--- src/rtl/jt51_pkg.sv ---
// Shared definitions for the key-on sequencer.
//   NUM_SLOTS  : number of time-multiplexed operator slots
//   GRP_*      : slot group of each operator (slot = grp*8 + ch)
//   OPB_*      : bit position of each operator in the 0x08 write data[6:3]
//   grp_opb()  : maps a slot group to its operator-enable bit
package jt51_pkg;

  localparam int NUM_SLOTS = 32;

  localparam int GRP_M1 = 0;
  localparam int GRP_M2 = 1;
  localparam int GRP_C1 = 2;
  localparam int GRP_C2 = 3;

  localparam int OPB_M1 = 0;
  localparam int OPB_C1 = 1;
  localparam int OPB_M2 = 2;
  localparam int OPB_C2 = 3;

  typedef logic [4:0]           slot_t;
  typedef logic [NUM_SLOTS-1:0] slot_vec_t;

  // Group order (M1,M2,C1,C2) and operator-bit order (M1,C1,M2,C2) differ,
  // so M2 and C1 swap when going from a write to a slot index.
  function automatic logic [1:0] grp_opb(input logic [1:0] grp);
    logic [1:0] opb;
    case (int'(grp))
      GRP_M1:  opb = 2'(OPB_M1);
      GRP_M2:  opb = 2'(OPB_M2);
      GRP_C1:  opb = 2'(OPB_C1);
      default: opb = 2'(OPB_C2);
    endcase
    return opb;
  endfunction

endpackage

--- src/rtl/jt51_keyseq_if.sv ---
// Interface between the register/timer side and the key-on sequencer.
//   zero      : slot-0 marker from the timing generator (high when slot is 31)
//   kon_wr    : one-cycle strobe, write of register 0x08
//   kon_ch    : channel field of that write
//   kon_op    : operator enables of that write (bit0 M1, bit1 C1, bit2 M2, bit3 C2)
//   csm_trig  : one-cycle timer A overflow strobe in CSM mode
//   keyon     : key-on pulse for kon_slot
//   keyoff    : key-off pulse for kon_slot
//   kon_slot  : slot index the pulses refer to
//   kon_state : applied key state of kon_slot after its evaluation
// master drives the request side, slave (the sequencer) drives the pulses.
interface jt51_keyseq_if;
  import jt51_pkg::*;

  logic       zero;
  logic       kon_wr;
  logic [2:0] kon_ch;
  logic [3:0] kon_op;
  logic       csm_trig;
  logic       keyon;
  logic       keyoff;
  slot_t      kon_slot;
  logic       kon_state;

  modport master (
    output zero, kon_wr, kon_ch, kon_op, csm_trig,
    input  keyon, keyoff, kon_slot, kon_state
  );

  modport slave (
    input  zero, kon_wr, kon_ch, kon_op, csm_trig,
    output keyon, keyoff, kon_slot, kon_state
  );

endinterface

--- src/rtl/jt51_keyseq.sv ---
// Key-on sequencer feeding the envelope generator.
// Keeps the requested key state of all 32 slots (register 0x08) plus the
// CSM key-on bookkeeping, and as the slot counter passes each slot emits a
// registered one-cycle keyon or keyoff pulse when the applied state changes.
//   clk  : system clock, one slot per cycle
//   rst  : synchronous active-high reset
//   bus  : jt51_keyseq_if.slave (write strobe, CSM trigger, zero marker in;
//          keyon/keyoff/kon_slot/kon_state out, one cycle after the slot)
// Parameter CSM_EN = 0 ties the CSM trigger off so the pending/active
// vectors stay at zero and are trimmed away.
module jt51_keyseq
  import jt51_pkg::*;
#(
  parameter int CSM_EN = 1
) (
  input  logic         clk,
  input  logic         rst,
  jt51_keyseq_if.slave bus
);

  slot_t     cnt_q, cnt_d;
  slot_vec_t req_q, req_d;
  slot_vec_t app_q, app_d;
  slot_vec_t pend_q, pend_d;
  slot_vec_t act_q, act_d;

  logic  keyon_q, keyon_d;
  logic  keyoff_q, keyoff_d;
  slot_t slot_q, slot_d;
  logic  state_q, state_d;

  logic cur_req, cur_app, cur_pend, cur_act;
  logic eff;
  logic trig;

  assign trig = (CSM_EN != 0) && bus.csm_trig;

  always_comb begin
    cnt_d  = bus.zero ? '0 : cnt_q + 5'd1;
    req_d  = req_q;
    app_d  = app_q;
    pend_d = pend_q;
    act_d  = act_q;

    // Evaluation of the current slot uses the vectors before any write
    // landing in this same cycle.
    cur_req  = req_q[cnt_q];
    cur_app  = app_q[cnt_q];
    cur_pend = pend_q[cnt_q];
    cur_act  = act_q[cnt_q];

    eff = cur_req | cur_pend | cur_act;

    // A CSM key-on lives for exactly one pass: on the following pass the
    // slot falls back to the register request.
    if (cur_act && !cur_pend) begin
      eff             = cur_req;
      act_d[cnt_q]    = 1'b0;
    end

    // A pending CSM key-on is consumed here; it only marks the slot as
    // CSM-keyed if the slot was off, otherwise it is absorbed silently.
    if (cur_pend) begin
      pend_d[cnt_q] = 1'b0;
      if (!cur_app) begin
        act_d[cnt_q] = 1'b1;
      end
    end

    app_d[cnt_q] = eff;

    keyon_d  = eff & ~cur_app;
    keyoff_d = ~eff & cur_app;
    slot_d   = cnt_q;
    state_d  = eff;

    if (bus.kon_wr) begin
      for (int g = 0; g < 4; g++) begin
        req_d[{2'(g), bus.kon_ch}] = bus.kon_op[grp_opb(2'(g))];
      end
    end

    // The trigger wins over the pending clear of the slot evaluated now.
    if (trig) begin
      pend_d = '1;
    end
  end

  always_ff @(posedge clk) begin
    if (rst) begin
      cnt_q    <= '0;
      req_q    <= '0;
      app_q    <= '0;
      pend_q   <= '0;
      act_q    <= '0;
      keyon_q  <= 1'b0;
      keyoff_q <= 1'b0;
      slot_q   <= '0;
      state_q  <= 1'b0;
    end else begin
      cnt_q    <= cnt_d;
      req_q    <= req_d;
      app_q    <= app_d;
      pend_q   <= pend_d;
      act_q    <= act_d;
      keyon_q  <= keyon_d;
      keyoff_q <= keyoff_d;
      slot_q   <= slot_d;
      state_q  <= state_d;
    end
  end

  assign bus.keyon     = keyon_q;
  assign bus.keyoff    = keyoff_q;
  assign bus.kon_slot  = slot_q;
  assign bus.kon_state = state_q;

endmodule

--- src/flat_wrapper.sv ---
// flat-port wrapper written by rule: the top's interface ports become plain ports
module jt51_keyseq_flat import jt51_pkg::*;
#(
  parameter int CSM_EN = 1
)
  (clk, rst, bus_zero, bus_kon_wr, bus_kon_ch, bus_kon_op, bus_csm_trig, bus_keyon, bus_keyoff, bus_kon_slot, bus_kon_state);
  jt51_keyseq_if bus_i ();
  input  logic clk;
  input  logic rst;
  input wire logic [$bits(bus_i.zero)-1:0] bus_zero;
  input wire logic [$bits(bus_i.kon_wr)-1:0] bus_kon_wr;
  input wire logic [$bits(bus_i.kon_ch)-1:0] bus_kon_ch;
  input wire logic [$bits(bus_i.kon_op)-1:0] bus_kon_op;
  input wire logic [$bits(bus_i.csm_trig)-1:0] bus_csm_trig;
  output wire logic [$bits(bus_i.keyon)-1:0] bus_keyon;
  output wire logic [$bits(bus_i.keyoff)-1:0] bus_keyoff;
  output wire logic [$bits(bus_i.kon_slot)-1:0] bus_kon_slot;
  output wire logic [$bits(bus_i.kon_state)-1:0] bus_kon_state;
  assign bus_i.zero = bus_zero;
  assign bus_i.kon_wr = bus_kon_wr;
  assign bus_i.kon_ch = bus_kon_ch;
  assign bus_i.kon_op = bus_kon_op;
  assign bus_i.csm_trig = bus_csm_trig;
  assign bus_keyon = bus_i.keyon;
  assign bus_keyoff = bus_i.keyoff;
  assign bus_kon_slot = bus_i.kon_slot;
  assign bus_kon_state = bus_i.kon_state;
  jt51_keyseq #(.CSM_EN(CSM_EN)) u_core (.clk(clk), .rst(rst), .bus(bus_i));
endmodule
--- config.mk ---
export PLATFORM = sky130hd
export DESIGN_NAME = jt51_keyseq_flat
export DESIGN_NICKNAME = d
export VERILOG_FILES = /design/src/rtl/jt51_pkg.sv /design/src/rtl/jt51_keyseq_if.sv /design/src/rtl/jt51_keyseq.sv /design/src/flat_wrapper.sv
export SDC_FILE = /design/constraint.sdc
export NUM_CORES = 1
export LEC_CHECK = 0
export ABC_AREA = 1
export CORE_MARGIN = 2
export CORE_UTILIZATION = 59
export DETAILED_ROUTE_END_ITERATION = 6
export PLACE_DENSITY = 0.78
export SYNTH_ARGS = -nofsm -noshare
export SYNTH_HDL_FRONTEND = slang
export SYNTH_SLANG_ARGS = --single-unit
--- constraint.sdc ---
create_clock -name clk -period 2.2 [get_ports clk]
set_input_delay 0.33 -clock clk [delete_from_list [all_inputs] [get_ports clk]]
set_output_delay 0.33 -clock clk [all_outputs]
set_load 0.02 [all_outputs]
# Word-level counts from Yosys, hierarchy flattened
# Cells that the tools add are included.
# word_totals
reg_bits,141
# classes
n_mux,41
reduce_logical,9
n_addsub,1
n_lt_le_gt_ge,14
n_bitwise,10
# ops
op,count
32-bit bitwise mux,5
32-bit 2-to-1 mux,5
32-bit AND,2
32-bit NOT,1
32-bit OR,1
1-bit binary-select mux with 5-bit select,4
"5-bit by 6-bit less-than comparator with 1-bit output, second input constant",3
"5-bit by 1-bit >= comparator with 1-bit output, second input constant",3
1-bit 2-to-1 mux,14
1-bit demux with 3-bit select,4
"2-bit by 3-bit less-than comparator with 1-bit output, second input constant",4
1-bit binary-select mux with 2-bit select,4
2-bit 2-to-1 mux,4
1-bit logical AND,6
"3-bit by 6-bit less-than comparator with 1-bit output, second input constant",1
"4-bit by 6-bit less-than comparator with 1-bit output, second input constant",1
"5-bit by 1-bit adder with 5-bit output, second input constant",1
1-bit demux with 5-bit select,1
"4-bit by 1-bit >= comparator with 1-bit output, second input constant",1
"3-bit by 1-bit >= comparator with 1-bit output, second input constant",1
1-bit AND,2
1-bit NOT,2
1-bit OR,2
2-bit nonzero test,1
other kinds (2),2

# Depth between registers and ports, before layout
# depth
ltp_word,10
depth_mapped,16

# Least setup slack after synthesis
# OpenSTA, ideal clock, no wires.
# synth_timing
path_type,register to register
startpoint,reg u_core.cnt_q[0]
endpoint,reg u_core.app_q[24]
slack_ns,0.461
arrival_time_ns,1.619
path_stages_with_launch,14
setup_ns,0.120
path_cell_list,dfxtp_1 > buf_6 > inv_4 > buf_6 > buf_6 > o21ai_0 > o21ai_1 > nand2_1 > nand2_1 > nor2_1 > nand3_1 > nor2_4 > buf_6 > a21oi_1
# synth_between
elab_chain_len,6
# synth_lines
element,line_no,text
start: declaration,jt51_keyseq.sv:21,"slot_t cnt_q, cnt_d;"
start signal: assignment,jt51_keyseq.sv:101,cnt_q <= cnt_d;
1-bit binary-select mux with 5-bit select (on tied branches),"jt51_keyseq.sv:47, jt51_keyseq.sv:49",
1-bit 2-to-1 mux (on tied branches),"jt51_keyseq.sv:47, jt51_keyseq.sv:49",
1-bit OR / 1-bit logical NOT (equally long branches),"jt51_keyseq.sv:52, jt51_keyseq.sv:56",
1-bit OR / 1-bit logical AND (equally long branches),"jt51_keyseq.sv:52, jt51_keyseq.sv:56",
1-bit 2-to-1 mux,jt51_keyseq.sv:56,if (cur_act && !cur_pend) begin
32-bit bitwise mux (*),jt51_keyseq.sv:70,app_d[cnt_q] = eff;
end signal: assignment,jt51_keyseq.sv:103,app_q <= app_d;
end: declaration,jt51_keyseq.sv:23,"slot_vec_t app_q, app_d;"
# Mark *: on every way between the ends. The rest lies on a longest branch, timed or not. The select of a mux whose other input is x is not followed.
# A chain may end at the register's enable or synchronous reset.

# Worst setup path after layout
# layout_timing
startpoint,reg u_core.cnt_q[0]
endpoint,reg u_core.app_q[17]
# Same word-level chain as after synthesis.

==> summary.txt <==
Die
  – Die width: 97.5 um
  – Die height: 97.5 um
  – DIE AREA: 9510 um2
  – Number of core rows: 34
  – Initial core utilization: 0.600
  – Core Footprint: 8590 um2
  – Top Ports: 20

Clock tree
  – Clock sinks: 109
  – CTS root buf: clkbuf_8
  – TritonCTS clock tree: yes
  – Total setup buffers inserted after CTS: 0
  – Hold-fix buffers, CTS: 0
  – Inserted Clock Buffers: 9
  – # H-tree levels: 3
  – CTS Buffer Depth: 2
  – Clock Latency Late Sink: 0.37 ns
  – Worst-path clk slew: 0.09 ns

Setup path
  – Instance count on the critical path: 11
  – Most Frequent Cell on Critical Path: nand2_1
  – Kind of critical path: flop to flop
  – Slowest cell on the critical path: dfxtp_2
  – WP data required: 2.45 ns
  – Cell chain of the critical path: inv_6, nand2_1, nand3_1, nand2_1, nand2_1, nand2_1, nor2_1, nand3_4, nor2_4, buf_12, a21oi_1
  – Critical Path Start Type: flop
  – Cell family with most CP delay: simple AND/OR/NAND/NOR gates
  – Worst path max stage delay: 0.37 ns
  – Crit path arrival time: 2.25 ns
  – R2r worst-path depth: 11
  – Buf+Inv Stages, Crit Path: 2
  – CP max FO: 42
  – Critical Path End Type: flop

Power and ir drop
  – Clk pwr share: 0.339
  – Leak: 2.52 nW
  – Switching part of the total: 0.262
  – Sequential share of power: 0.532
  – Combinational share of power: 0.129
  – Internal power: 2.89 mW
  – PwrDens: 699 nW/um2
  – IR Drop Worst-Case VDD: 0.508 mV
  – P_sw: 1.03 mW

GRT
  – Largest net degree at the start of global routing: 43
  – GR Overflow Total: 0
  – First-pass GRT wire length: 21,500 um
  – Number of global-route vias before repair: 4,522
  – Initial antenna violation count: 0
  – Total Routing Usage GR: 0.276

Final layout
  – Area delta synth->final: 8.58%
  – Design Area, Final: 5600 um2
  – Diode count: 0
  – Layout cells sized above 1: 0.0659
  – Fillers: 781
  – Final cell count without fillers: 897
  – Final net count: 801

Run
  – Max_cap viols: 0

Timing
  – Finish-stage setup viols: 0
  – Final Max Tran Viols: 0
  – Relative slew slack: 0.725
  – Layout Skew: 0.00836 ns
  – Hold slack: 0.465 ns
  – Final WS setup: 0.200 ns
  – Setup TNS: 0 ns
  – Period minus WS final: 2.00 ns
  – Hold Vio Cnt, Final: 0
  – Unrepaired setup endpoints after global routing: no
  – Period utilisation layout: 0.909
  – Worst slew pin tran: 0.411 ns
  – Fmax achieved: 0.500 GHz

Synthesis
  – Mapped Area: 5160 um2
  – Synthesis-stage register bit count: 109
  – Number of synthesized flops with an enable pin: 0
  – Post-synth top area share: 0.423
  – Commonest register cell after synthesis: dfxtp_1
  – Most common cell in the synthesized netlist: nor2_1
  – Top cells by count, synth: nor2_1 (180), nand2_1 (162), dfxtp_1 (109)
  – Warnings, synthesis: 0
  – Post-synthesis instance total: 777
  – Fraction of registers with async set/reset: 0
  – Synth area leaders: dfxtp_1 (42%), nor2_1 (13%), nand2_1 (12%)
  – Sequential-to-total area share from yosys stat: 0.423
  – Yosys top cell by area: dfxtp_1
  – Synth unique cells: 26
  – Syn Nets: 793
  – Avg Cell Area, Syn: 6.64 um2

Placed design
  – Post-placement cell area: 5380 um2
  – GP Congestion: 0.937
  – Final HPWL DP: 8570 um
  – IO Port Bufs: 19
  – Post-Place Worst Slack: 0.157 ns
  – Placed cells: 882

Detailed routing
  – Residual DRC: 0
  – 1st-pass router iterations: 5
  – WL final: 12,700 um
  – Total number of vias: 4,826
  – Routed Antenna Nets: 0
  – Avg WL per Cell: 14.1 um
  – Initial DRC count: 301
  – Met3 WL: 755 um
  – DR top layer: met4
  – Wl on met1: 5540 um
  – Vias per cell: 5.38
  – Met2 wire len: 6110 um

Run status
  – Outcome: completed

Min path
  – Hold Crit Depth: 2
  – Hold WC Path Type: flop to flop
power by group through the flow:
| stage | Clock (mW) | Sequential, mW | Combinational, mW |
|---|---|---|---|
| after floorplan | 0 | 2.13 | 0.377 |
| after global placement | 0 | 2.13 | 0.488 |
| after detailed placement | 0 | 2.13 | 0.497 |
| after CTS | 1.34 | 2.08 | 0.499 |
| after global routing | 1.41 | 2.09 | 0.564 |
| final | 1.33 | 2.09 | 0.504 |
area by class of cell:
| class | count | area (um2) | share of cell area |
|---|---|---|---|
| timing repair buffer | 44 | 394 | 0.0703 |
| sequential | 109 | 2180 | 0.390 |
| clock inverter | 4 | 72.6 | 0.0130 |
| inverter | 77 | 294 | 0.0525 |
| multi-input combinational | 544 | 2380 | 0.425 |
| tap | 108 | 135 | 0.0241 |
| clock buffer | 11 | 141 | 0.0252 |
metal layers:
metal / global-route usage / up-vias
met2: 0.468 / 157
li1: - / 2443
met1: 0.352 / 2197
met4: 0.0972 / 0
met3: 0.0511 / 29
met5: 0 / -
worst register-to-register path, cell delays in order (launching register included):
cell and delay, ns:
dfxtp_2 0.37, inv_6 0.27, nand2_1 0.10, nand3_1 0.09, nand2_1 0.08, nand2_1 0.07
nand2_1 0.06, nor2_1 0.18, nand3_4 0.20, nor2_4 0.19, buf_12 0.18, a21oi_1 0.10
worst paths after layout:
path / to / slack, ns / start
worst min register to register: u_core.pend_q[9] / 0.46 / u_core.pend_q[9]
worst max-delay path: u_core.app_q[17] / 0.20 / u_core.cnt_q[0]
worst max register to register: u_core.app_q[17] / 0.20 / u_core.cnt_q[0]
worst min-delay path: u_core.pend_q[9] / 0.46 / u_core.pend_q[9]
sequential cells by signal, indices dropped and copies added (netlist names):
name / cells
u_core.bus.kon_slot: 5
u_core.cnt_q: 5
u_core.app_q: 32
u_core.req_q: 32
u_core.pend_q: 32
u_core.bus.keyon: 1
u_core.bus.keyoff: 1
u_core.bus.kon_state: 1
kinds of logic (layout without fill, tap and decap cells):
group | Yosys count | count (layout) | share of synthesized area
AND/OR/NAND/NOR | 368 | 368 | 0.284
AO/OA/AOI/OAI | 172 | 172 | 0.168
buffers and inverters | 124 | 136 | 0.115
flip-flops | 109 | 109 | 0.423
adder cells (fa/ha/maj) | 4 | 4 | 0.00970
cell usage in the layout (no fill, tap or decap), types with 4 or more instances in the layout:
cell type / instances
a21oi_1: 66
buf_4: 23
clkbuf_8: 10
clkdlybuf4s50_1: 19
dfxtp_1: 108
ha_1: 4
inv_1: 70
nand2_1: 162
nand3_1: 17
nor2_1: 180
o21ai_0: 83
o21ai_1: 18
o22ai_1: 4
stage by stage:
stage,power [mW],util
after floorplan,2.51,-
final,3.92,0.652
after global routing,4.07,0.652
after global placement,2.61,0.626
after detailed placement,2.63,0.626
after CTS,3.92,0.651
what timing repair did:
item                                    in CTS  in global routing
endpoints found under the setup margin       0                 51
gates resized for setup                      0                  2
endpoints found under the hold margin        0                  0
Power figures use the tool's default switching activity.
